--- src/rtl/mem2axi_if.sv ---
// AXI4 bus bundle used by mem2axi: AR/R/AW/W/B channels with id, user and
// atomic (atop) fields. Master drives requests and response readies, Slave the rest.
interface AXI_BUS #(
  parameter int unsigned AXI_ADDR_WIDTH = 64,
  parameter int unsigned AXI_DATA_WIDTH = 64,
  parameter int unsigned AXI_ID_WIDTH   = 10,
  parameter int unsigned AXI_USER_WIDTH = 10
);
  localparam int unsigned AXI_STRB_WIDTH = AXI_DATA_WIDTH / 8;

  logic [AXI_ID_WIDTH-1:0]   aw_id;
  logic [AXI_ADDR_WIDTH-1:0] aw_addr;
  logic [7:0]                aw_len;
  logic [2:0]                aw_size;
  logic [1:0]                aw_burst;
  logic                      aw_lock;
  logic [3:0]                aw_cache;
  logic [2:0]                aw_prot;
  logic [3:0]                aw_qos;
  logic [3:0]                aw_region;
  logic [5:0]                aw_atop;
  logic [AXI_USER_WIDTH-1:0] aw_user;
  logic                      aw_valid;
  logic                      aw_ready;

  logic [AXI_DATA_WIDTH-1:0] w_data;
  logic [AXI_STRB_WIDTH-1:0] w_strb;
  logic                      w_last;
  logic [AXI_USER_WIDTH-1:0] w_user;
  logic                      w_valid;
  logic                      w_ready;

  logic [AXI_ID_WIDTH-1:0]   b_id;
  logic [1:0]                b_resp;
  logic [AXI_USER_WIDTH-1:0] b_user;
  logic                      b_valid;
  logic                      b_ready;

  logic [AXI_ID_WIDTH-1:0]   ar_id;
  logic [AXI_ADDR_WIDTH-1:0] ar_addr;
  logic [7:0]                ar_len;
  logic [2:0]                ar_size;
  logic [1:0]                ar_burst;
  logic                      ar_lock;
  logic [3:0]                ar_cache;
  logic [2:0]                ar_prot;
  logic [3:0]                ar_qos;
  logic [3:0]                ar_region;
  logic [AXI_USER_WIDTH-1:0] ar_user;
  logic                      ar_valid;
  logic                      ar_ready;

  logic [AXI_ID_WIDTH-1:0]   r_id;
  logic [AXI_DATA_WIDTH-1:0] r_data;
  logic [1:0]                r_resp;
  logic                      r_last;
  logic [AXI_USER_WIDTH-1:0] r_user;
  logic                      r_valid;
  logic                      r_ready;

  modport Master (
    output aw_id, aw_addr, aw_len, aw_size, aw_burst, aw_lock, aw_cache, aw_prot,
           aw_qos, aw_region, aw_atop, aw_user, aw_valid, input aw_ready,
    output w_data, w_strb, w_last, w_user, w_valid, input w_ready,
    input  b_id, b_resp, b_user, b_valid, output b_ready,
    output ar_id, ar_addr, ar_len, ar_size, ar_burst, ar_lock, ar_cache, ar_prot,
           ar_qos, ar_region, ar_user, ar_valid, input ar_ready,
    input  r_id, r_data, r_resp, r_last, r_user, r_valid, output r_ready
  );

  modport Slave (
    input  aw_id, aw_addr, aw_len, aw_size, aw_burst, aw_lock, aw_cache, aw_prot,
           aw_qos, aw_region, aw_atop, aw_user, aw_valid, output aw_ready,
    input  w_data, w_strb, w_last, w_user, w_valid, output w_ready,
    output b_id, b_resp, b_user, b_valid, input b_ready,
    input  ar_id, ar_addr, ar_len, ar_size, ar_burst, ar_lock, ar_cache, ar_prot,
           ar_qos, ar_region, ar_user, ar_valid, output ar_ready,
    output r_id, r_data, r_resp, r_last, r_user, r_valid, input r_ready
  );
endinterface

--- src/rtl/mem2axi.sv ---
// mem2axi: SRAM-style request port to AXI4 master, one single-beat transaction
// outstanding at a time; the response comes back as a one-cycle rvalid_o pulse.
// Optional: define MEM2AXI_ID_CHECK_EN to flag R/B responses whose id differs
// from AXI_ID as errors.
module mem2axi #(
  parameter int unsigned             AXI_ID_WIDTH   = 10,
  parameter int unsigned             AXI_ADDR_WIDTH = 64,
  parameter int unsigned             AXI_DATA_WIDTH = 64,
  parameter int unsigned             AXI_USER_WIDTH = 10,
  parameter logic [AXI_ID_WIDTH-1:0] AXI_ID         = '0
) (
  input  logic                        clk_i,
  input  logic                        rst_i,
  input  logic                        req_i,
  output logic                        gnt_o,
  input  logic                        we_i,
  input  logic [AXI_ADDR_WIDTH-1:0]   addr_i,
  input  logic [AXI_DATA_WIDTH/8-1:0] be_i,
  input  logic [AXI_USER_WIDTH-1:0]   user_i,
  input  logic [AXI_DATA_WIDTH-1:0]   data_i,
  output logic                        rvalid_o,
  output logic [AXI_DATA_WIDTH-1:0]   data_o,
  output logic [AXI_USER_WIDTH-1:0]   user_o,
  output logic                        err_o,
  AXI_BUS.Master                      master
);
  localparam int unsigned LOG_NR_BYTES = $clog2(AXI_DATA_WIDTH / 8);
  localparam logic [AXI_ADDR_WIDTH-1:0] LSB_MASK =
    AXI_ADDR_WIDTH'((64'd1 << LOG_NR_BYTES) - 64'd1);

  localparam logic [2:0] IDLE = 3'd0;
  localparam logic [2:0] AR   = 3'd1;
  localparam logic [2:0] R    = 3'd2;
  localparam logic [2:0] WR   = 3'd3;
  localparam logic [2:0] B    = 3'd4;

  logic [2:0]                  state_q, state_d;
  logic                        aw_done_q, aw_done_d;
  logic                        w_done_q, w_done_d;
  logic                        rvalid_q, rvalid_d;
  logic                        err_q, err_d;
  logic [AXI_DATA_WIDTH-1:0]   rdata_q, rdata_d;
  logic [AXI_USER_WIDTH-1:0]   ruser_q, ruser_d;
  logic [AXI_ADDR_WIDTH-1:0]   addr_q, addr_d;
  logic [AXI_DATA_WIDTH/8-1:0] be_q, be_d;
  logic [AXI_DATA_WIDTH-1:0]   wdata_q, wdata_d;
  logic [AXI_USER_WIDTH-1:0]   wuser_q, wuser_d;

  logic aw_hs, w_hs, r_id_bad, b_id_bad;

`ifdef MEM2AXI_ID_CHECK_EN
  assign r_id_bad = (master.r_id != AXI_ID);
  assign b_id_bad = (master.b_id != AXI_ID);
`else
  assign r_id_bad = 1'b0;
  assign b_id_bad = 1'b0;
`endif

  // Grant only when idle; held off during reset so nothing is accepted then.
  assign gnt_o    = (state_q == IDLE) && !rst_i;
  assign rvalid_o = rvalid_q;
  assign data_o   = rdata_q;
  assign user_o   = ruser_q;
  assign err_o    = err_q;

  // Read address channel: valid is a pure function of state, so it and the
  // latched payload stay stable until ar_ready.
  assign master.ar_valid  = (state_q == AR);
  assign master.ar_id     = AXI_ID;
  assign master.ar_addr   = addr_q & ~LSB_MASK;
  assign master.ar_len    = 8'd0;
  assign master.ar_size   = 3'(LOG_NR_BYTES);
  assign master.ar_burst  = 2'b01;
  assign master.ar_lock   = 1'b0;
  assign master.ar_cache  = 4'd0;
  assign master.ar_prot   = 3'd0;
  assign master.ar_qos    = 4'd0;
  assign master.ar_region = 4'd0;
  assign master.ar_user   = wuser_q;
  assign master.r_ready   = (state_q == R);

  // Write channels: AW and W raise together, each drops after its own handshake.
  assign master.aw_valid  = (state_q == WR) && !aw_done_q;
  assign master.aw_id     = AXI_ID;
  assign master.aw_addr   = addr_q & ~LSB_MASK;
  assign master.aw_len    = 8'd0;
  assign master.aw_size   = 3'(LOG_NR_BYTES);
  assign master.aw_burst  = 2'b01;
  assign master.aw_lock   = 1'b0;
  assign master.aw_cache  = 4'd0;
  assign master.aw_prot   = 3'd0;
  assign master.aw_qos    = 4'd0;
  assign master.aw_region = 4'd0;
  assign master.aw_atop   = 6'd0;
  assign master.aw_user   = wuser_q;
  assign master.w_valid   = (state_q == WR) && !w_done_q;
  assign master.w_data    = wdata_q;
  assign master.w_strb    = be_q;
  assign master.w_last    = 1'b1;
  assign master.w_user    = wuser_q;
  assign master.b_ready   = (state_q == B);

  assign aw_hs = master.aw_valid && master.aw_ready;
  assign w_hs  = master.w_valid && master.w_ready;

  // Next-state and response capture for the single-outstanding FSM.
  always_comb begin
    state_d   = state_q;
    aw_done_d = aw_done_q;
    w_done_d  = w_done_q;
    rvalid_d  = 1'b0;
    err_d     = err_q;
    rdata_d   = rdata_q;
    ruser_d   = ruser_q;
    addr_d    = addr_q;
    be_d      = be_q;
    wdata_d   = wdata_q;
    wuser_d   = wuser_q;
    unique case (state_q)
      IDLE: begin
        aw_done_d = 1'b0;
        w_done_d  = 1'b0;
        if (req_i) begin
          addr_d  = addr_i;
          be_d    = be_i;
          wdata_d = data_i;
          wuser_d = user_i;
          state_d = we_i ? WR : AR;
        end
      end
      AR: if (master.ar_ready) state_d = R;
      R: begin
        if (master.r_valid) begin
          rvalid_d = 1'b1;
          rdata_d  = master.r_data;
          ruser_d  = master.r_user;
          err_d    = (master.r_resp != 2'b00) || r_id_bad;
          state_d  = IDLE;
        end
      end
      WR: begin
        // Flags include this cycle's handshakes so a simultaneous finish moves on at once.
        if (aw_hs) aw_done_d = 1'b1;
        if (w_hs)  w_done_d  = 1'b1;
        if (aw_done_d && w_done_d) state_d = B;
      end
      B: begin
        if (master.b_valid) begin
          rvalid_d = 1'b1;
          err_d    = (master.b_resp != 2'b00) || b_id_bad;
          state_d  = IDLE;
        end
      end
      default: state_d = IDLE;
    endcase
  end

  // Control and response registers; reset abandons any transaction in flight.
  always_ff @(posedge clk_i) begin
    if (rst_i) begin
      state_q   <= IDLE;
      aw_done_q <= 1'b0;
      w_done_q  <= 1'b0;
      rvalid_q  <= 1'b0;
      err_q     <= 1'b0;
      rdata_q   <= '0;
      ruser_q   <= '0;
    end else begin
      state_q   <= state_d;
      aw_done_q <= aw_done_d;
      w_done_q  <= w_done_d;
      rvalid_q  <= rvalid_d;
      err_q     <= err_d;
      rdata_q   <= rdata_d;
      ruser_q   <= ruser_d;
    end
  end

  // Request payload latched at grant; meaningful only while a transaction is open.
  always_ff @(posedge clk_i) begin
    addr_q  <= addr_d;
    be_q    <= be_d;
    wdata_q <= wdata_d;
    wuser_q <= wuser_d;
  end

`ifdef MEM2AXI_ID_CHECK_EN
`ifndef SYNTHESIS
  // Flag foreign response ids in simulation.
  always_ff @(posedge clk_i) begin
    if (!rst_i && (((state_q == R) && master.r_valid && r_id_bad) ||
                   ((state_q == B) && master.b_valid && b_id_bad)))
      $error("mem2axi: response id does not match AXI_ID");
  end
`endif
`endif
endmodule

--- src/flat_wrapper.sv ---
// flat-port wrapper written by rule: the top's interface ports become plain ports
module mem2axi_flat 
#(
  parameter int unsigned             AXI_ID_WIDTH   = 10,
  parameter int unsigned             AXI_ADDR_WIDTH = 64,
  parameter int unsigned             AXI_DATA_WIDTH = 64,
  parameter int unsigned             AXI_USER_WIDTH = 10,
  parameter logic [AXI_ID_WIDTH-1:0] AXI_ID         = '0
)
  (clk_i, rst_i, req_i, gnt_o, we_i, addr_i, be_i, user_i, data_i, rvalid_o, data_o, user_o, err_o, master_aw_id, master_aw_addr, master_aw_len, master_aw_size, master_aw_burst, master_aw_lock, master_aw_cache, master_aw_prot, master_aw_qos, master_aw_region, master_aw_atop, master_aw_user, master_aw_valid, master_aw_ready, master_w_data, master_w_strb, master_w_last, master_w_user, master_w_valid, master_w_ready, master_b_id, master_b_resp, master_b_user, master_b_valid, master_b_ready, master_ar_id, master_ar_addr, master_ar_len, master_ar_size, master_ar_burst, master_ar_lock, master_ar_cache, master_ar_prot, master_ar_qos, master_ar_region, master_ar_user, master_ar_valid, master_ar_ready, master_r_id, master_r_data, master_r_resp, master_r_last, master_r_user, master_r_valid, master_r_ready);
  AXI_BUS #(.AXI_ADDR_WIDTH(AXI_ADDR_WIDTH), .AXI_DATA_WIDTH(AXI_DATA_WIDTH), .AXI_ID_WIDTH(AXI_ID_WIDTH), .AXI_USER_WIDTH(AXI_USER_WIDTH)) master_i ();
  input  logic clk_i;
  input  logic rst_i;
  input  logic req_i;
  output logic gnt_o;
  input  logic we_i;
  input  logic [AXI_ADDR_WIDTH-1:0] addr_i;
  input  logic [AXI_DATA_WIDTH/8-1:0] be_i;
  input  logic [AXI_USER_WIDTH-1:0] user_i;
  input  logic [AXI_DATA_WIDTH-1:0] data_i;
  output logic rvalid_o;
  output logic [AXI_DATA_WIDTH-1:0] data_o;
  output logic [AXI_USER_WIDTH-1:0] user_o;
  output logic err_o;
  output wire logic [$bits(master_i.aw_id)-1:0] master_aw_id;
  output wire logic [$bits(master_i.aw_addr)-1:0] master_aw_addr;
  output wire logic [$bits(master_i.aw_len)-1:0] master_aw_len;
  output wire logic [$bits(master_i.aw_size)-1:0] master_aw_size;
  output wire logic [$bits(master_i.aw_burst)-1:0] master_aw_burst;
  output wire logic [$bits(master_i.aw_lock)-1:0] master_aw_lock;
  output wire logic [$bits(master_i.aw_cache)-1:0] master_aw_cache;
  output wire logic [$bits(master_i.aw_prot)-1:0] master_aw_prot;
  output wire logic [$bits(master_i.aw_qos)-1:0] master_aw_qos;
  output wire logic [$bits(master_i.aw_region)-1:0] master_aw_region;
  output wire logic [$bits(master_i.aw_atop)-1:0] master_aw_atop;
  output wire logic [$bits(master_i.aw_user)-1:0] master_aw_user;
  output wire logic [$bits(master_i.aw_valid)-1:0] master_aw_valid;
  input wire logic [$bits(master_i.aw_ready)-1:0] master_aw_ready;
  output wire logic [$bits(master_i.w_data)-1:0] master_w_data;
  output wire logic [$bits(master_i.w_strb)-1:0] master_w_strb;
  output wire logic [$bits(master_i.w_last)-1:0] master_w_last;
  output wire logic [$bits(master_i.w_user)-1:0] master_w_user;
  output wire logic [$bits(master_i.w_valid)-1:0] master_w_valid;
  input wire logic [$bits(master_i.w_ready)-1:0] master_w_ready;
  input wire logic [$bits(master_i.b_id)-1:0] master_b_id;
  input wire logic [$bits(master_i.b_resp)-1:0] master_b_resp;
  input wire logic [$bits(master_i.b_user)-1:0] master_b_user;
  input wire logic [$bits(master_i.b_valid)-1:0] master_b_valid;
  output wire logic [$bits(master_i.b_ready)-1:0] master_b_ready;
  output wire logic [$bits(master_i.ar_id)-1:0] master_ar_id;
  output wire logic [$bits(master_i.ar_addr)-1:0] master_ar_addr;
  output wire logic [$bits(master_i.ar_len)-1:0] master_ar_len;
  output wire logic [$bits(master_i.ar_size)-1:0] master_ar_size;
  output wire logic [$bits(master_i.ar_burst)-1:0] master_ar_burst;
  output wire logic [$bits(master_i.ar_lock)-1:0] master_ar_lock;
  output wire logic [$bits(master_i.ar_cache)-1:0] master_ar_cache;
  output wire logic [$bits(master_i.ar_prot)-1:0] master_ar_prot;
  output wire logic [$bits(master_i.ar_qos)-1:0] master_ar_qos;
  output wire logic [$bits(master_i.ar_region)-1:0] master_ar_region;
  output wire logic [$bits(master_i.ar_user)-1:0] master_ar_user;
  output wire logic [$bits(master_i.ar_valid)-1:0] master_ar_valid;
  input wire logic [$bits(master_i.ar_ready)-1:0] master_ar_ready;
  input wire logic [$bits(master_i.r_id)-1:0] master_r_id;
  input wire logic [$bits(master_i.r_data)-1:0] master_r_data;
  input wire logic [$bits(master_i.r_resp)-1:0] master_r_resp;
  input wire logic [$bits(master_i.r_last)-1:0] master_r_last;
  input wire logic [$bits(master_i.r_user)-1:0] master_r_user;
  input wire logic [$bits(master_i.r_valid)-1:0] master_r_valid;
  output wire logic [$bits(master_i.r_ready)-1:0] master_r_ready;
  assign master_aw_id = master_i.aw_id;
  assign master_aw_addr = master_i.aw_addr;
  assign master_aw_len = master_i.aw_len;
  assign master_aw_size = master_i.aw_size;
  assign master_aw_burst = master_i.aw_burst;
  assign master_aw_lock = master_i.aw_lock;
  assign master_aw_cache = master_i.aw_cache;
  assign master_aw_prot = master_i.aw_prot;
  assign master_aw_qos = master_i.aw_qos;
  assign master_aw_region = master_i.aw_region;
  assign master_aw_atop = master_i.aw_atop;
  assign master_aw_user = master_i.aw_user;
  assign master_aw_valid = master_i.aw_valid;
  assign master_i.aw_ready = master_aw_ready;
  assign master_w_data = master_i.w_data;
  assign master_w_strb = master_i.w_strb;
  assign master_w_last = master_i.w_last;
  assign master_w_user = master_i.w_user;
  assign master_w_valid = master_i.w_valid;
  assign master_i.w_ready = master_w_ready;
  assign master_i.b_id = master_b_id;
  assign master_i.b_resp = master_b_resp;
  assign master_i.b_user = master_b_user;
  assign master_i.b_valid = master_b_valid;
  assign master_b_ready = master_i.b_ready;
  assign master_ar_id = master_i.ar_id;
  assign master_ar_addr = master_i.ar_addr;
  assign master_ar_len = master_i.ar_len;
  assign master_ar_size = master_i.ar_size;
  assign master_ar_burst = master_i.ar_burst;
  assign master_ar_lock = master_i.ar_lock;
  assign master_ar_cache = master_i.ar_cache;
  assign master_ar_prot = master_i.ar_prot;
  assign master_ar_qos = master_i.ar_qos;
  assign master_ar_region = master_i.ar_region;
  assign master_ar_user = master_i.ar_user;
  assign master_ar_valid = master_i.ar_valid;
  assign master_i.ar_ready = master_ar_ready;
  assign master_i.r_id = master_r_id;
  assign master_i.r_data = master_r_data;
  assign master_i.r_resp = master_r_resp;
  assign master_i.r_last = master_r_last;
  assign master_i.r_user = master_r_user;
  assign master_i.r_valid = master_r_valid;
  assign master_r_ready = master_i.r_ready;
  mem2axi #(.AXI_ID_WIDTH(AXI_ID_WIDTH), .AXI_ADDR_WIDTH(AXI_ADDR_WIDTH), .AXI_DATA_WIDTH(AXI_DATA_WIDTH), .AXI_USER_WIDTH(AXI_USER_WIDTH), .AXI_ID(AXI_ID)) u_core (.clk_i(clk_i), .rst_i(rst_i), .req_i(req_i), .gnt_o(gnt_o), .we_i(we_i), .addr_i(addr_i), .be_i(be_i), .user_i(user_i), .data_i(data_i), .rvalid_o(rvalid_o), .data_o(data_o), .user_o(user_o), .err_o(err_o), .master(master_i));
endmodule
--- config.mk ---
export PLATFORM = sky130hd
export DESIGN_NAME = mem2axi_flat
export DESIGN_NICKNAME = d
export VERILOG_FILES = /design/src/rtl/mem2axi_if.sv /design/src/rtl/mem2axi.sv /design/src/flat_wrapper.sv
export SDC_FILE = /design/constraint.sdc
export NUM_CORES = 1
export LEC_CHECK = 0
export ABC_AREA = 1
export CAP_MARGIN = 20
export CORE_AREA = 2 2 259 261
export DETAILED_ROUTE_END_ITERATION = 8
export DIE_AREA = 0 0 261 263
export GPL_TIMING_DRIVEN = 0
export PLACE_DENSITY = 0.45
export SLEW_MARGIN = 15
export SYNTH_ARGS = -nofsm -noshare
export SYNTH_HDL_FRONTEND = slang
export SYNTH_SLANG_ARGS = --single-unit
--- constraint.sdc ---
create_clock -name clk_i -period 16 [get_ports clk_i]
set_clock_uncertainty 0.2 [all_clocks]
set_input_delay 2.4 -clock clk_i [delete_from_list [all_inputs] [get_ports clk_i]]
set_output_delay 2.4 -clock clk_i [all_outputs]
set_load 0.03 [all_outputs]
==> impl_metrics.toml, run 1 <==
[setup_path]
largest_fanout_of_any_net_on_the_critical_path = 5
cp.arrival_ns = 3.78
cp-start-kind = "input pin"
required_ns = 13.40
critical_path_class = "in2out"
cp-end-kind = "output port"

[power]
p_comb_frac = 0.422
static-leakage-power_nw = 6.33
clkPwrFrac = 0.253
ir_worst_vdd_mv = 0.0767
cellInternalPower_w = 0.00160
p_seq_frac = 0.325
power-per-cell-area_nw_per_um2 = 157
power_switching_w = 0.000982
sw_frac_of_total = 0.380

[clocking]
post_cts_hold_buffer_count = 0
insertion_delay_ns = 0.57
clock_slew_at_the_register_clock_pins_of_the_worst_setup_and_hold_paths_ns = 0.06
clk_buf_depth = 3
cts_setup_buffers = 0
clock_sinks = 224
tritoncts.num_buffers = 30
tritoncts = "built"
cts.root.buffer_cell = "sky130_fd_sc_hd__clkbuf_16"
cts-htree-levels = 1
cts-resized-gates = 0

[global_route]
grt_start_max_net_pins = 28
globalRouteTotalUtil = 0.111
grt_pass1_wl_mm = 53.9
grt_antenna_before_repair = 19
global_route.overflow_total = 0
grt_pass1_vias = 7125

[synth]
synth_enable_flop_cells = 143
post_synth.cell_area_avg_um2 = 12.2
yosys.area_share.adder = 0
synth_top_area_frac = 0.498
synth-main-ff-cell = "sky130_fd_sc_hd__edfxtp_1"
yosysWarningCount = 0
synth_top_cell_by_area = "sky130_fd_sc_hd__edfxtp_1"
unique_masters_post_synth = 27
synth.most_common_cell = "sky130_fd_sc_hd__buf_4"
syn-cell-area_um2 = 8620
fraction_of_synthesized_area_in_multiplexers = 0
synthTopCellsByArea = "sky130_fd_sc_hd__edfxtp_1 (50%), sky130_fd_sc_hd__dfxtp_1 (19%), sky130_fd_sc_hd__buf_4 (15%)"
synth-simple-area-share = 0.0909
synthTopCellsByCount = "sky130_fd_sc_hd__buf_4 (172), sky130_fd_sc_hd__nor2_1 (153), sky130_fd_sc_hd__edfxtp_1 (143)"
syn-instance-count = 708
dominant_combinational_cell_family_by_area_after_synthesis = "buffers and inverters"
synthArstFlopShare = 0
synth_compound_gate_area_share = 0.0466
xor_xnor_fraction_of_synth_area = 0
synth-seq-cells = 224
yosysSeqAreaShare = 0.686

[floorplan]
row_count = 94
effective_utilization_at_floorplan = 0.131
coreArea_um2 = 65600
die_area_um2 = 68600
die_h_um = 263
die_w_um = 261
floorplan.io_pins = 661

[sta]
setup_viol_count_final = 0
final_count_of_pins_violating_max_slew = 0
worst_slack_ns = 9.62
layout_worst_path_cycle_share = 0.399
timing.slew.headroom = 0.545
timing_worst_slew_pin_value_ns = 0.680
unrepaired_setup_endpoints_after_global_routing = "false"
setup-tns-final_ns = 0
finalHoldViolations = 0
post-route-min-period_ns = 6.38
maxClockFrequency_mhz = 157

[route]
dr.first_iter.drc_count = 206
route.antenna.remaining_nets = 0
via_to_cell_ratio = 3.16
wl_per_cell_um = 17.6
dr_total_vias = 7154
drcViolationCount = 0
wirelength_mm = 39.9
detailed_router_iteration_count_before_antenna_repair = 5

[placed_design]
placed_area_um2 = 15500
dp_cells = 2202
place.gp.congestion = 0.806
post-dp-hpwl_mm = 32.7
io_buffer_count = 535
place_worst_setup_slack_ns = 9.61

[status]
outcome = "finished, final reports clean"

[run]
drv.max_cap_violation_count = 0

[final_layout]
final_layout_size_suffix_gt1_frac = 0.184
n_fill_cell = 6942
finalInstanceArea_um2 = 16500
nets = 1634
area_delta_synth_final_pct = 91.3
final_cell_count_no_fill = 2262
post-route-util = 0.251

[worst_hold_path]
hold_class = "reg2reg"
## through the flow
step	total power [W]	hold slack, ns
floorplan	0.00146	0.352
global placement	0.00197	0.264
detailed placement	0.00196	0.272
CTS	0.00264	0.285
global route	0.00272	0.303
finish	0.00258	0.279
## power by group through the flow
| stage | Clock, W | Sequential [W] | Combinational, W |
|---|---|---|---|
| floorplan | 0 | 0.00110 | 0.000352 |
| global placement | 0 | 0.000893 | 0.00108 |
| detailed placement | 0 | 0.000853 | 0.00111 |
| CTS | 0.000686 | 0.000843 | 0.00111 |
| global route | 0.000706 | 0.000856 | 0.00116 |
| finish | 0.000653 | 0.000839 | 0.00109 |
## critical path, cell delays in order
cell and delay, ns:
sky130_fd_sc_hd__clkdlybuf4s50_1 0.53, sky130_fd_sc_hd__nor2_1 0.15, sky130_fd_sc_hd__clkdlybuf4s50_1 0.70
## sequential cells by signal, indices dropped and copies added, names as in the netlist
name and count:
u_core.addr_q 61, u_core.w_done_q 1, u_core.user_o 10, u_core.master.w_strb 8, u_core.state_q 3, u_core.master.w_data 64, u_core.aw_done_q 1, u_core.master.ar_user 10
u_core.data_o 64, u_core.rvalid_o 1, u_core.err_o 1
## layout make-up
cell class	count	area, µm²	share of cell area
clock buffers	35	769	0.0467
clock inverters	21	174	0.0106
multi-input cells	362	1530	0.0931
well taps	864	1080	0.0656
repair buffers	541	5490	0.333
plain buffers	196	1450	0.0882
flip-flops and latches	224	5920	0.359
diodes	4	10.0	0.000607
inverters	15	56.3	0.00342
## cells in the final DEF, fill, tap and decap left out, drive strengths merged
cell type,count
clkdlybuf4s50,535
buf,188
nor2,164
edfxtp,143
conb,91
dfxtp,81
o21ai,77
clkbuf,49
clkinv,18
nand2,15
inv,15
nand3,7
diode,4
nand4,2
and3,2
bufinv,2
nand3b,1
a21oi,1
or2,1
a211oi,1
clkinvlp,1
## cell families (layout without fill, tap and decap cells)
kind of cell           Yosys count  count (layout)
AND/OR/NAND/NOR                192             192
AO/OA/AOI/OAI                   79              79
other                            2              95
flip-flops                     224             224
buffers and inverters          211             808
## worst paths after layout
| path | cells after the start | from | to | slack [ns] |
|---|---|---|---|---|
| hold / removal | 2 | u_core.user_o[5]$_SDFFE_PP0P_ | u_core.user_o[5]$_SDFFE_PP0P_ | 0.28 |
| setup reg to reg | 6 | u_core.state_q[0]$_SDFFE_PP0P_ | u_core.master.ar_user[8]$_DFFE_PP_ | 13.44 |
| hold reg to reg | 2 | u_core.user_o[5]$_SDFFE_PP0P_ | u_core.user_o[5]$_SDFFE_PP0P_ | 0.28 |
| setup / recovery | 3 | rst_i | gnt_o | 9.62 |
## routing by layer
| metal | GRT usage | share of wire | up-vias |
|---|---|---|---|
| met5 | 0 | 0.0047 | - |
| met3 | 0.0590 | 0.12 | 77 |
| met1 | 0.109 | 0.35 | 3224 |
| met4 | 0.0241 | 0.023 | 32 |
| li1 | - | - | 3441 |
| met2 | 0.203 | 0.50 | 380 |
No activity file was read; power rests on OpenSTA's default activity.
==> run 2, diff against run 1 <==
--- a/config.mk
+++ b/config.mk
@@ -7,11 +7,11 @@
 export LEC_CHECK = 0
 export ABC_AREA = 1
 export CAP_MARGIN = 20
-export CORE_AREA = 2 2 259 261
+export CORE_AREA = 2 2 256 258
 export DETAILED_ROUTE_END_ITERATION = 8
-export DIE_AREA = 0 0 261 263
+export DIE_AREA = 0 0 258 260
 export GPL_TIMING_DRIVEN = 0
-export PLACE_DENSITY = 0.45
+export PLACE_DENSITY = 0.47
 export SLEW_MARGIN = 15
 export SYNTH_ARGS = -nofsm -noshare
 export SYNTH_HDL_FRONTEND = slang
==> constraint.sdc (replaced) <==
create_clock -name clk_i -period 5.45 [get_ports clk_i]
set_clock_uncertainty 0.2 [all_clocks]
set_input_delay 0.8175 -clock clk_i [delete_from_list [all_inputs] [get_ports clk_i]]
set_output_delay 0.8175 -clock clk_i [all_outputs]
set_load 0.03 [all_outputs]
==> run 2 against run 1 <==
Against the previous run:
- critical path depth up 3
- cell area up 0.33%
- wire length up 4.7%
- via count down 0.39%
- sequential power rose to 3.0 times the previous value
- critical endpoint is now master_w_valid
- largest cell class unchanged
- largest power group unchanged
==> impl_metrics.toml, run 2 (same netlist as run 1, synthesis figures left out) <==
[status]
outcome = "finished, final reports clean"

[global_route]
grt_antenna_before_repair = 8
grt_use_met1 = 0.123
globalRouteTotalUtil = 0.118
grt_pass1_wl_mm = 55.7
global_route.usage.met2 = 0.206
global_route.overflow_total = 0
grt_start_max_net_pins = 27
busiest_layer = "met2"
met3_usage = 0.0621
grt_pass1_vias = 7288

[power]
sw_frac_of_total = 0.379
p_comb_frac = 0.422
fin_total_pwr_w = 0.00773
p_seq_frac = 0.321
cellInternalPower_w = 0.00480
static-leakage-power_nw = 6.35
power_switching_w = 0.00293
clkPwrFrac = 0.258
ir_worst_vdd_mv = 0.227
power-per-cell-area_nw_per_um2 = 468

[setup_path]
cp-end-kind = "output port"
buf_inv_stages_crit_path = 3
timing.critical_path.max_delay_family = "buffers and inverters"
cp-start-kind = "flip-flop"
required_ns = 4.43
cp.arrival_ns = 2.30
largest_fanout_of_any_net_on_the_critical_path = 5
critical_path_class = "reg2out"
path_cells = "inv_1 -> nand2_1 -> nor2_1 -> inv_1 -> nor2_1 -> clkdlybuf4s50_1"
cpMaxStageDelayCell = "sky130_fd_sc_hd__clkdlybuf4s50_1"
critPathMaxStageDelay_ns = 0.75

[sta]
finalHoldViolations = 0
final.hold.worst_slack_ns = 0.282
timing.slew.headroom = 0.556
timing_worst_slew_pin_value_ns = 0.664
worst_slack_ns = 2.13
unrepaired_setup_endpoints_after_global_routing = "false"
post-route-min-period_ns = 3.32
setup_viol_count_final = 0
final_count_of_pins_violating_max_slew = 0
maxClockFrequency_mhz = 301
layout_worst_path_cycle_share = 0.609

[route]
dr_total_vias = 7126
via_to_cell_ratio = 3.16
dr.first_iter.drc_count = 258
wl_per_cell_um = 18.6
drcViolationCount = 0
route.antenna.remaining_nets = 0
wirelength_mm = 41.8
detailed_router_iteration_count_before_antenna_repair = 4

[final_layout]
final_layout_size_suffix_gt1_frac = 0.184
nets = 1635
n_fill_cell = 6767
final_cell_count_no_fill = 2252
multiInputGateArea_um2 = 1530
most-common-layout-cells = "sky130_fd_sc_hd__clkdlybuf4s50_1 (535), sky130_fd_sc_hd__buf_4 (172), sky130_fd_sc_hd__nor2_1 (152)"
layout_commonest_cell = "sky130_fd_sc_hd__clkdlybuf4s50_1"
area_delta_synth_final_pct = 91.9
flip_flop_and_latch_area_um2 = 5920

[clocking]
clock_sinks = 224
clock_slew_at_the_register_clock_pins_of_the_worst_setup_and_hold_paths_ns = 0.06
insertion_delay_ns = 0.57
tritoncts = "built"
tritoncts.num_buffers = 30
cts-resized-gates = 0
clk_buf_depth = 3
post_cts_hold_buffer_count = 0
cts_setup_buffers = 0
cts-htree-levels = 1
cts.root.buffer_cell = "sky130_fd_sc_hd__clkbuf_16"

[floorplan]
row_count = 93
floorplan.io_pins = 661
die_h_um = 260
die_w_um = 258
coreArea_um2 = 64100
effective_utilization_at_floorplan = 0.134
die_area_um2 = 67100

[placed_design]
io_buffer_count = 535
post-dp-hpwl_mm = 34.6
place.gp.congestion = 0.789
place_worst_setup_slack_ns = 2.22
dp_cells = 2194

[worst_hold_path]
hold_class = "reg2reg"

[run]
drv.max_cap_violation_count = 0
[run 2: power groups by stage]
stage          clock, W  sequential [W]  combinational, W
6_report        0.00199         0.00248           0.00326
5_1_grt         0.00215         0.00253           0.00345
4_1_cts         0.00209         0.00249           0.00334
3_5_place_dp          0         0.00252           0.00333
3_3_place_gp          0         0.00258           0.00322
2_1_floorplan         0         0.00321           0.00103
[run 2: layout make-up]
class / count / share of cell area
Sequential cell: 224 / 0.358
Timing Repair Buffer: 542 / 0.334
Multi-Input combinational cell: 362 / 0.0928
Buffer: 196 / 0.0879
Tap cell: 855 / 0.0647
Clock buffer: 42 / 0.0499
Clock inverter: 14 / 0.00968
Inverter: 15 / 0.00340
Antenna cell: 2 / 0.000303
[run 2: worst min-delay path: cells and delay by family, from the launching register on]
kind	cells	cell delay (ns)
AND/OR/NAND/NOR	2	0.13
flip-flops	1	0.32
[run 2: per-stage QoR]
| stage | util | TNS (ns) | cell area (µm²) |
|---|---|---|---|
| 4_1_cts | 0.258 | 0 | 16500 |
| 2_1_floorplan | - | 0 | 8950 |
| 6_report | 0.258 | 0 | 16500 |
| 3_3_place_gp | 0.240 | -399.58 | 15400 |
| 3_5_place_dp | 0.242 | 0 | 15500 |
| 5_1_grt | 0.258 | 0 | 16500 |
[run 2: final timing paths]
check	start	endpoint	slack, ns	cells past startpoint
max	u_core.state_q[2]$_SDFFE_PP0P_	master_w_valid	2.13	6
min	u_core.data_o[60]$_SDFFE_PP0P_	u_core.data_o[60]$_SDFFE_PP0P_	0.28	2
max reg2reg	u_core.state_q[0]$_SDFFE_PP0P_	u_core.addr_q[37]$_DFFE_PP_	3.21	6
min reg2reg	u_core.data_o[60]$_SDFFE_PP0P_	u_core.data_o[60]$_SDFFE_PP0P_	0.28	2
[run 2: layer usage]
metal / part of all wire / wire length, µm
met1: 0.36 / 15000
met2: 0.49 / 20500
met3: 0.12 / 4990
met4: 0.029 / 1210
met5: 0.0022 / 92
